[config.mk]
export PLATFORM = sky130hd
export DESIGN_NAME = multi_core_run_ctrl_flat
export DESIGN_NICKNAME = d
export VERILOG_FILES = /design/src/rtl/multi_core_run_ctrl_if.sv /design/src/rtl/multi_core_run_ctrl.sv /design/src/flat_wrapper.sv
export SDC_FILE = /design/constraint.sdc
export NUM_CORES = 1
export LEC_CHECK = 0
export BUFFER_PORTS_ARGS = -buffer_cell sky130_fd_sc_hd__buf_2
export CORE_AREA = 2 2 330 332
export DETAILED_ROUTE_END_ITERATION = 16
export DIE_AREA = 0 0 332 334
export PLACE_DENSITY = 0.55
export RECOVER_POWER = 25
export SETUP_SLACK_MARGIN = 0.3
export SLEW_MARGIN = 20
export SYNTH_ARGS = -nofsm -noshare
export SYNTH_HDL_FRONTEND = slang
export SYNTH_SLANG_ARGS = --single-unit
[constraint.sdc]
create_clock -name clk -period 20.9 [get_ports clk]
set_input_delay 2.09 -clock clk [delete_from_list [all_inputs] [get_ports clk]]
set_output_delay 2.09 -clock clk [all_outputs]
set_load 0.02 [all_outputs]
[src/rtl/multi_core_run_ctrl_if.sv]
// Host/core-array side signals of the multi-core run controller, bundled so the
// controller and its environment share one declaration.
interface multi_core_run_ctrl_if #(
  parameter int N_CORES = 4,
  parameter int DATA_W  = 12,
  parameter int N_REGS  = 16,
  parameter int CNT_W   = 24
);
  localparam int RC_W = (N_CORES > 1) ? $clog2(N_CORES) : 1;
  localparam int RR_W = (N_REGS > 1) ? $clog2(N_REGS) : 1;

  logic                             start;
  logic [CNT_W-1:0]                 timeout_limit;
  logic [N_CORES-1:0]               start_process;
  logic [N_CORES-1:0]               end_process;
  logic [N_CORES*N_REGS*DATA_W-1:0] core_regs;
  logic [RC_W-1:0]                  rd_core;
  logic [RR_W-1:0]                  rd_reg;
  logic [DATA_W-1:0]                rd_data;
  logic                             busy;
  logic                             done;
  logic                             timed_out;
  logic [N_CORES-1:0]               done_mask;
  logic [CNT_W-1:0]                 cycle_count;

  modport master (
    output start, timeout_limit, end_process, core_regs, rd_core, rd_reg,
    input  start_process, rd_data, busy, done, timed_out, done_mask, cycle_count
  );

  modport slave (
    input  start, timeout_limit, end_process, core_regs, rd_core, rd_reg,
    output start_process, rd_data, busy, done, timed_out, done_mask, cycle_count
  );
endinterface

[src/rtl/multi_core_run_ctrl.sv]
// Launches N cores together, waits for all completions or a timeout, settles,
// then snapshots every core's register outputs for addressed readback.
module multi_core_run_ctrl #(
  parameter int N_CORES       = 4,
  parameter int DATA_W        = 12,
  parameter int N_REGS        = 16,
  parameter int CNT_W         = 24,
  parameter int SETTLE_CYCLES = 3
) (
  input  logic                  clk,
  input  logic                  reset,
  multi_core_run_ctrl_if.slave  bus
);
  localparam int RC_W  = (N_CORES > 1) ? $clog2(N_CORES) : 1;
  localparam int RR_W  = (N_REGS > 1) ? $clog2(N_REGS) : 1;
  localparam int SET_W = (SETTLE_CYCLES > 1) ? $clog2(SETTLE_CYCLES) : 1;

  localparam logic [SET_W-1:0] SETTLE_LAST =
    SET_W'((SETTLE_CYCLES > 0) ? SETTLE_CYCLES - 1 : 0);
  localparam logic [RC_W:0] CORE_LIMIT = (RC_W+1)'(N_CORES);
  localparam logic [RR_W:0] REG_LIMIT  = (RR_W+1)'(N_REGS);

  localparam logic [2:0] S_IDLE    = 3'd0;
  localparam logic [2:0] S_LAUNCH  = 3'd1;
  localparam logic [2:0] S_RUN     = 3'd2;
  localparam logic [2:0] S_SETTLE  = 3'd3;
  localparam logic [2:0] S_CAPTURE = 3'd4;
  localparam logic [2:0] S_DONE    = 3'd5;

  // A zero settle interval skips SETTLE entirely.
  localparam logic [2:0] S_AFTER_RUN = (SETTLE_CYCLES == 0) ? S_CAPTURE : S_SETTLE;

  logic [2:0]         state;
  logic [SET_W-1:0]   settle_cnt;
  logic [N_CORES-1:0] done_mask;
  logic [CNT_W-1:0]   cycle_count;
  logic               timed_out;
  logic [DATA_W-1:0]  snap [N_CORES][N_REGS];

  logic [N_CORES-1:0] seen_mask;
  logic               all_done;
  logic [CNT_W:0]     cnt_plus1;
  logic               timeout_hit;

  assign seen_mask   = done_mask | bus.end_process;
  assign all_done    = &seen_mask;
  assign cnt_plus1   = {1'b0, cycle_count} + (CNT_W+1)'(1);
  assign timeout_hit = (bus.timeout_limit != '0) && (cnt_plus1 >= {1'b0, bus.timeout_limit});

  // NOTE: the snapshot array is reset along with the control state because a
  // readback after reset must return zero, not whatever the flops powered up to.
  always_ff @(posedge clk) begin
    if (reset) begin
      state       <= S_IDLE;
      settle_cnt  <= '0;
      done_mask   <= '0;
      cycle_count <= '0;
      timed_out   <= 1'b0;
      for (int c = 0; c < N_CORES; c++)
        for (int r = 0; r < N_REGS; r++)
          snap[c][r] <= '0;
    end else begin
      case (state)
        S_IDLE, S_DONE: begin
          if (bus.start) begin
            state       <= S_LAUNCH;
            done_mask   <= '0;
            cycle_count <= '0;
            timed_out   <= 1'b0;
          end
        end
        S_LAUNCH: state <= S_RUN;
        S_RUN: begin
          done_mask <= seen_mask;
          if (~&cycle_count) cycle_count <= cycle_count + CNT_W'(1);
          // Completion takes priority over a timeout landing on the same cycle.
          if (all_done) begin
            state      <= S_AFTER_RUN;
            settle_cnt <= '0;
          end else if (timeout_hit) begin
            timed_out  <= 1'b1;
            state      <= S_AFTER_RUN;
            settle_cnt <= '0;
          end
        end
        S_SETTLE: begin
          done_mask <= seen_mask;
          if (settle_cnt == SETTLE_LAST) state <= S_CAPTURE;
          else settle_cnt <= settle_cnt + SET_W'(1);
        end
        S_CAPTURE: begin
          for (int c = 0; c < N_CORES; c++)
            for (int r = 0; r < N_REGS; r++)
              snap[c][r] <= bus.core_regs[(c*N_REGS + r)*DATA_W +: DATA_W];
          state <= S_DONE;
        end
        default: state <= S_IDLE;
      endcase
    end
  end

  logic running;
  assign running = (state == S_RUN) || (state == S_SETTLE) || (state == S_CAPTURE);

  assign bus.start_process = running ? '1 : '0;
  assign bus.busy          = running || (state == S_LAUNCH);
  assign bus.done          = (state == S_DONE);
  assign bus.timed_out     = timed_out;
  assign bus.done_mask     = done_mask;
  assign bus.cycle_count   = cycle_count;

  // NOTE: every variable assigned in always_comb gets a default first so no
  // path leaves it unassigned and a latch cannot be inferred.
  always_comb begin
    bus.rd_data = '0;
    if (({1'b0, bus.rd_core} < CORE_LIMIT) && ({1'b0, bus.rd_reg} < REG_LIMIT))
      bus.rd_data = snap[bus.rd_core][bus.rd_reg];
  end
endmodule
[src/flat_wrapper.sv]
// flat-port wrapper written by rule: the top's interface ports become plain ports
module multi_core_run_ctrl_flat 
#(
  parameter int N_CORES       = 4,
  parameter int DATA_W        = 12,
  parameter int N_REGS        = 16,
  parameter int CNT_W         = 24,
  parameter int SETTLE_CYCLES = 3
)
  (clk, reset, bus_start, bus_timeout_limit, bus_end_process, bus_core_regs, bus_rd_core, bus_rd_reg, bus_start_process, bus_rd_data, bus_busy, bus_done, bus_timed_out, bus_done_mask, bus_cycle_count);
  multi_core_run_ctrl_if #(.N_CORES(N_CORES), .DATA_W(DATA_W), .N_REGS(N_REGS), .CNT_W(CNT_W)) bus_i ();
  input  logic clk;
  input  logic reset;
  input wire logic [$bits(bus_i.start)-1:0] bus_start;
  input wire logic [$bits(bus_i.timeout_limit)-1:0] bus_timeout_limit;
  input wire logic [$bits(bus_i.end_process)-1:0] bus_end_process;
  input wire logic [$bits(bus_i.core_regs)-1:0] bus_core_regs;
  input wire logic [$bits(bus_i.rd_core)-1:0] bus_rd_core;
  input wire logic [$bits(bus_i.rd_reg)-1:0] bus_rd_reg;
  output wire logic [$bits(bus_i.start_process)-1:0] bus_start_process;
  output wire logic [$bits(bus_i.rd_data)-1:0] bus_rd_data;
  output wire logic [$bits(bus_i.busy)-1:0] bus_busy;
  output wire logic [$bits(bus_i.done)-1:0] bus_done;
  output wire logic [$bits(bus_i.timed_out)-1:0] bus_timed_out;
  output wire logic [$bits(bus_i.done_mask)-1:0] bus_done_mask;
  output wire logic [$bits(bus_i.cycle_count)-1:0] bus_cycle_count;
  assign bus_i.start = bus_start;
  assign bus_i.timeout_limit = bus_timeout_limit;
  assign bus_i.end_process = bus_end_process;
  assign bus_i.core_regs = bus_core_regs;
  assign bus_i.rd_core = bus_rd_core;
  assign bus_i.rd_reg = bus_rd_reg;
  assign bus_start_process = bus_i.start_process;
  assign bus_rd_data = bus_i.rd_data;
  assign bus_busy = bus_i.busy;
  assign bus_done = bus_i.done;
  assign bus_timed_out = bus_i.timed_out;
  assign bus_done_mask = bus_i.done_mask;
  assign bus_cycle_count = bus_i.cycle_count;
  multi_core_run_ctrl #(.N_CORES(N_CORES), .DATA_W(DATA_W), .N_REGS(N_REGS), .CNT_W(CNT_W), .SETTLE_CYCLES(SETTLE_CYCLES)) u_core (.clk(clk), .reset(reset), .bus(bus_i));
endmodule
==> flow_summary.json <==
{
  "drive_gt1_share_pct": 38.5,
  "antenna_found_initial": 24,
  "drv_cap": 5,
  "clkSinkCount": 802,
  "p_seq_share_pct": 48.8,
  "vias": 23100,
  "critPathLaunch": "reset",
  "syn_to_final_growth_pct": 23.4,
  "row_count": 121,
  "power.leakage_nw": 17.6,
  "power_density_nw_per_um2": 83.4,
  "reg2reg_from": "u_core.state[0]",
  "initial_core_util_pct": 34.0,
  "synth_edf_count": 768,
  "ant_nets": 0,
  "grt_max_degree": 248,
  "peakVddDrop_mv": 0.0625,
  "cp-end-kind": "flip-flop",
  "dr.pass1.iters": 5,
  "p_int_mw": 2.90,
  "drv_slew": 653,
  "switchingPower_mw": 0.868,
  "finClkSkew_ns": 0.0254,
  "arrival_ns": 12.55,
  "place_area_um2": 42300,
  "fp.dieW_um": 332,
  "hold_buffers": 0,
  "hold-worst-slack_ns": 0.494,
  "cp_slowest_stage_delay_ns": 6.01,
  "reg2reg_depth": 6,
  "core_area_um2": 108000,
  "grt_overflow_total": 0,
  "tritoncts": "built",
  "violations": "max-capacitance violations, max-slew violations",
  "viasPerCell": 5.02,
  "status": "finished with violations",
  "avgSynthCellArea_um2": 16.1,
  "dieArea_um2": 111000,
  "dp_hpwl_um": 94300,
  "reg2reg_setup_slack_ns": 10.04,
  "root_buffer": "clkbuf_16",
  "ys_ff_latch": 802,
  "pwr-share-comb_pct": 8.0,
  "tightest_slew_ns": 8.53,
  "ctsLongestPathBuffers": 3,
  "cts.htree.levels": 3,
  "nets": 3919,
  "path_max_fanout": 247,
  "min-delay-start": "u_core.settle_cnt[1]",
  "die_h_um": 334,
  "clkTransAtPathRegs_ns": 0.06,
  "ys.flop_type": "edfxtp_1",
  "clk_latency_ns": 0.68,
  "drc_errors": 0,
  "worst_path_most_repeated_cell": "clkbuf_1",
  "routedWlPerCell_um": 27.5,
  "io_pins": 852,
  "hold_viol": 0,
  "yosysWarnings": 0,
  "post_cts_buffers": 0,
  "clkPwrFrac_pct": 43.2,
  "synth_area_um2": 36700,
  "ctsResizeCount": 0,
  "grt_pass1_vias": 23300,
  "startpoint_type": "input port",
  "syn-num-nets": 3113,
  "final_area_um2": 45200,
  "finalSetupViolCount": 0,
  "worstPathRequired_ns": 21.38,
  "worstSetupPathType": "in -> reg",
  "drtIter0Drc": 2077,
  "synth_cell_types": 48,
  "sw_frac_of_total_pct": 23.0,
  "track_usage_pct": 22.3,
  "drt-total-wl_um": 126000,
  "ys_seq_area_share_pct": 64.8,
  "port_buffers": 851,
  "gp_congestion": 0.876,
  "syn_inst": 2282,
  "finalSetupTns_ns": 0,
  "async_flop_share_pct": 0,
  "crit_chain": "clkbuf_1 > nor2_4 > clkbuf_1 > clkbuf_1 > and2_1",
  "cts_buffers": 92,
  "crit_slowest_cell": "clkbuf_1",
  "hp-class": "reg -> reg",
  "period_share_pct": 57.8,
  "crit_path_end": "u_core.snap[2][58]",
  "rsz0062_at_grt": "no",
  "relSlewSlack_pct": -469,
  "clock.fmax_ghz": 0.0828,
  "rr_endpoint": "u_core.snap[2][58]",
  "finalCriticalPeriod_ns": 12.07,
  "power.total_mw": 3.77,
  "holdPathStages": 2,
  "grt_pass1_wl_um": 174000
}
==> cell usage after synthesis, types with 2 or more instances <==
cell	instances	area share [%]
o21a_1	2	0.041
inv_1	27	0.28
buf_4	9	0.18
nor4_1	7	0.12
a22oi_1	28	0.57
and4_1	6	0.14
a22o_1	11	0.26
nor3_1	7	0.096
a211oi_1	3	0.061
clkbuf_1	120	1.2
and2_1	770	13
a31oi_1	5	0.085
buf_1	8	0.082
or4_1	2	0.041
dfxtp_1	34	1.9
a211o_1	2	0.048
a41oi_1	2	0.048
o21ai_0	12	0.16
xnor2_1	16	0.38
a221oi_1	2	0.048
nor2_1	24	0.25
nand2_1	36	0.37
nand2b_1	6	0.10
a21o_1	2	0.041
nand3_1	12	0.16
o22ai_1	3	0.051
and3_1	8	0.14
ha_1	26	0.89
buf_2	25	0.34
nor2b_1	5	0.085
or3_1	2	0.034
mux4_2	240	15
xor2_1	6	0.14
a21oi_1	17	0.23
nand4_1	11	0.19
edfxtp_1	768	63
a311oi_1	7	0.17
==> layer usage <==
layer  part of all wire [%]  track usage [%]  wire, um
met5                  0.047                0        59
met4                    2.6             6.27      3230
met3                    7.2             4.76      9100
met2                     50             37.8     63400
met1                     40             28.8     50300
==> area by class of cell <==
class	count	area, um2
sequential	802	23700
fill	10000	62600
timing repair buffer	874	4430
antenna	13	32.5
clock inverter	57	557
multi-input combinational	1291	12100
clock buffer	113	2440
inverter	27	101
tap	1414	1770
==> worst min path at each step <==
stage,end
2_1_floorplan,u_core.settle_cnt[1]
3_3_place_gp,u_core.settle_cnt[1]
4_1_cts,u_core.settle_cnt[1]
3_5_place_dp,u_core.settle_cnt[1]
6_report,u_core.settle_cnt[1]
5_1_grt,u_core.settle_cnt[1]
==> power groups by stage <==
stage	sequential (mW)	clock [mW]	combinational, mW
2_1_floorplan	1.89	0	0.143
3_3_place_gp	1.88	0	0.306
3_5_place_dp	1.87	0	0.306
4_1_cts	1.84	1.66	0.308
5_1_grt	1.84	1.72	0.321
6_report	1.84	1.63	0.302
==> cells in the final DEF (no fill, tap or decap), types with 6 or more instances in the layout <==
master,instances
inv_1,27
and3_1,8
clkinv_2,18
nand2_1,36
bufinv_16,10
and2_0,246
a311oi_1,7
diode_2,13
nor3_1,7
clkbuf_1,52
clkinv_1,19
nand3_1,12
a22o_1,11
nor4_1,7
o21ai_0,13
clkbuf_16,95
nor2_1,22
edfxtp_1,768
and2_1,524
and4_1,6
xnor2_1,16
a22oi_1,28
nand4_1,11
buf_4,19
nand2b_1,6
a21oi_1,17
ha_1,26
xor2_1,6
dfxtp_1,34
mux4_2,240
buf_2,817
==> logic make-up after synthesis <==
family	count (synthesis)	synth area share, %
XOR/XNOR	22	0.526
flip-flops	802	64.8
AO/OA/AOI/OAI	101	1.94
multiplexers	241	14.8
adder cells (fa/ha/maj)	26	0.887
AND/OR/NAND/NOR	901	15.0
buffers and inverters	189	2.11
==> state kept, by name, summed over array words and instances (netlist names) <==
| register | cells |
|---|---|
| u_core.bus.cycle_count | 24 |
| u_core.bus.done_mask | 4 |
| u_core.bus.timed_out | 1 |
| u_core.settle_cnt | 2 |
| u_core.snap | 768 |
| u_core.state | 3 |
==> through the flow <==
step	setup slack, ns	std cells	util (%)
finish	8.83	4591	42.0
global route	7.71	4582	41.9
CTS	12.28	4578	42.0
detailed placement	12.29	4408	39.2
global placement	12.30	4408	39.2
floorplan	8.12	2282	-
==> worst max-delay path: cells and delay by family <==
family                 cells  cell delay [ns]
buffers and inverters      3             9.11
and+or+nand+nor            2             0.95
Note: power is estimated with default switching activity, not from simulation.
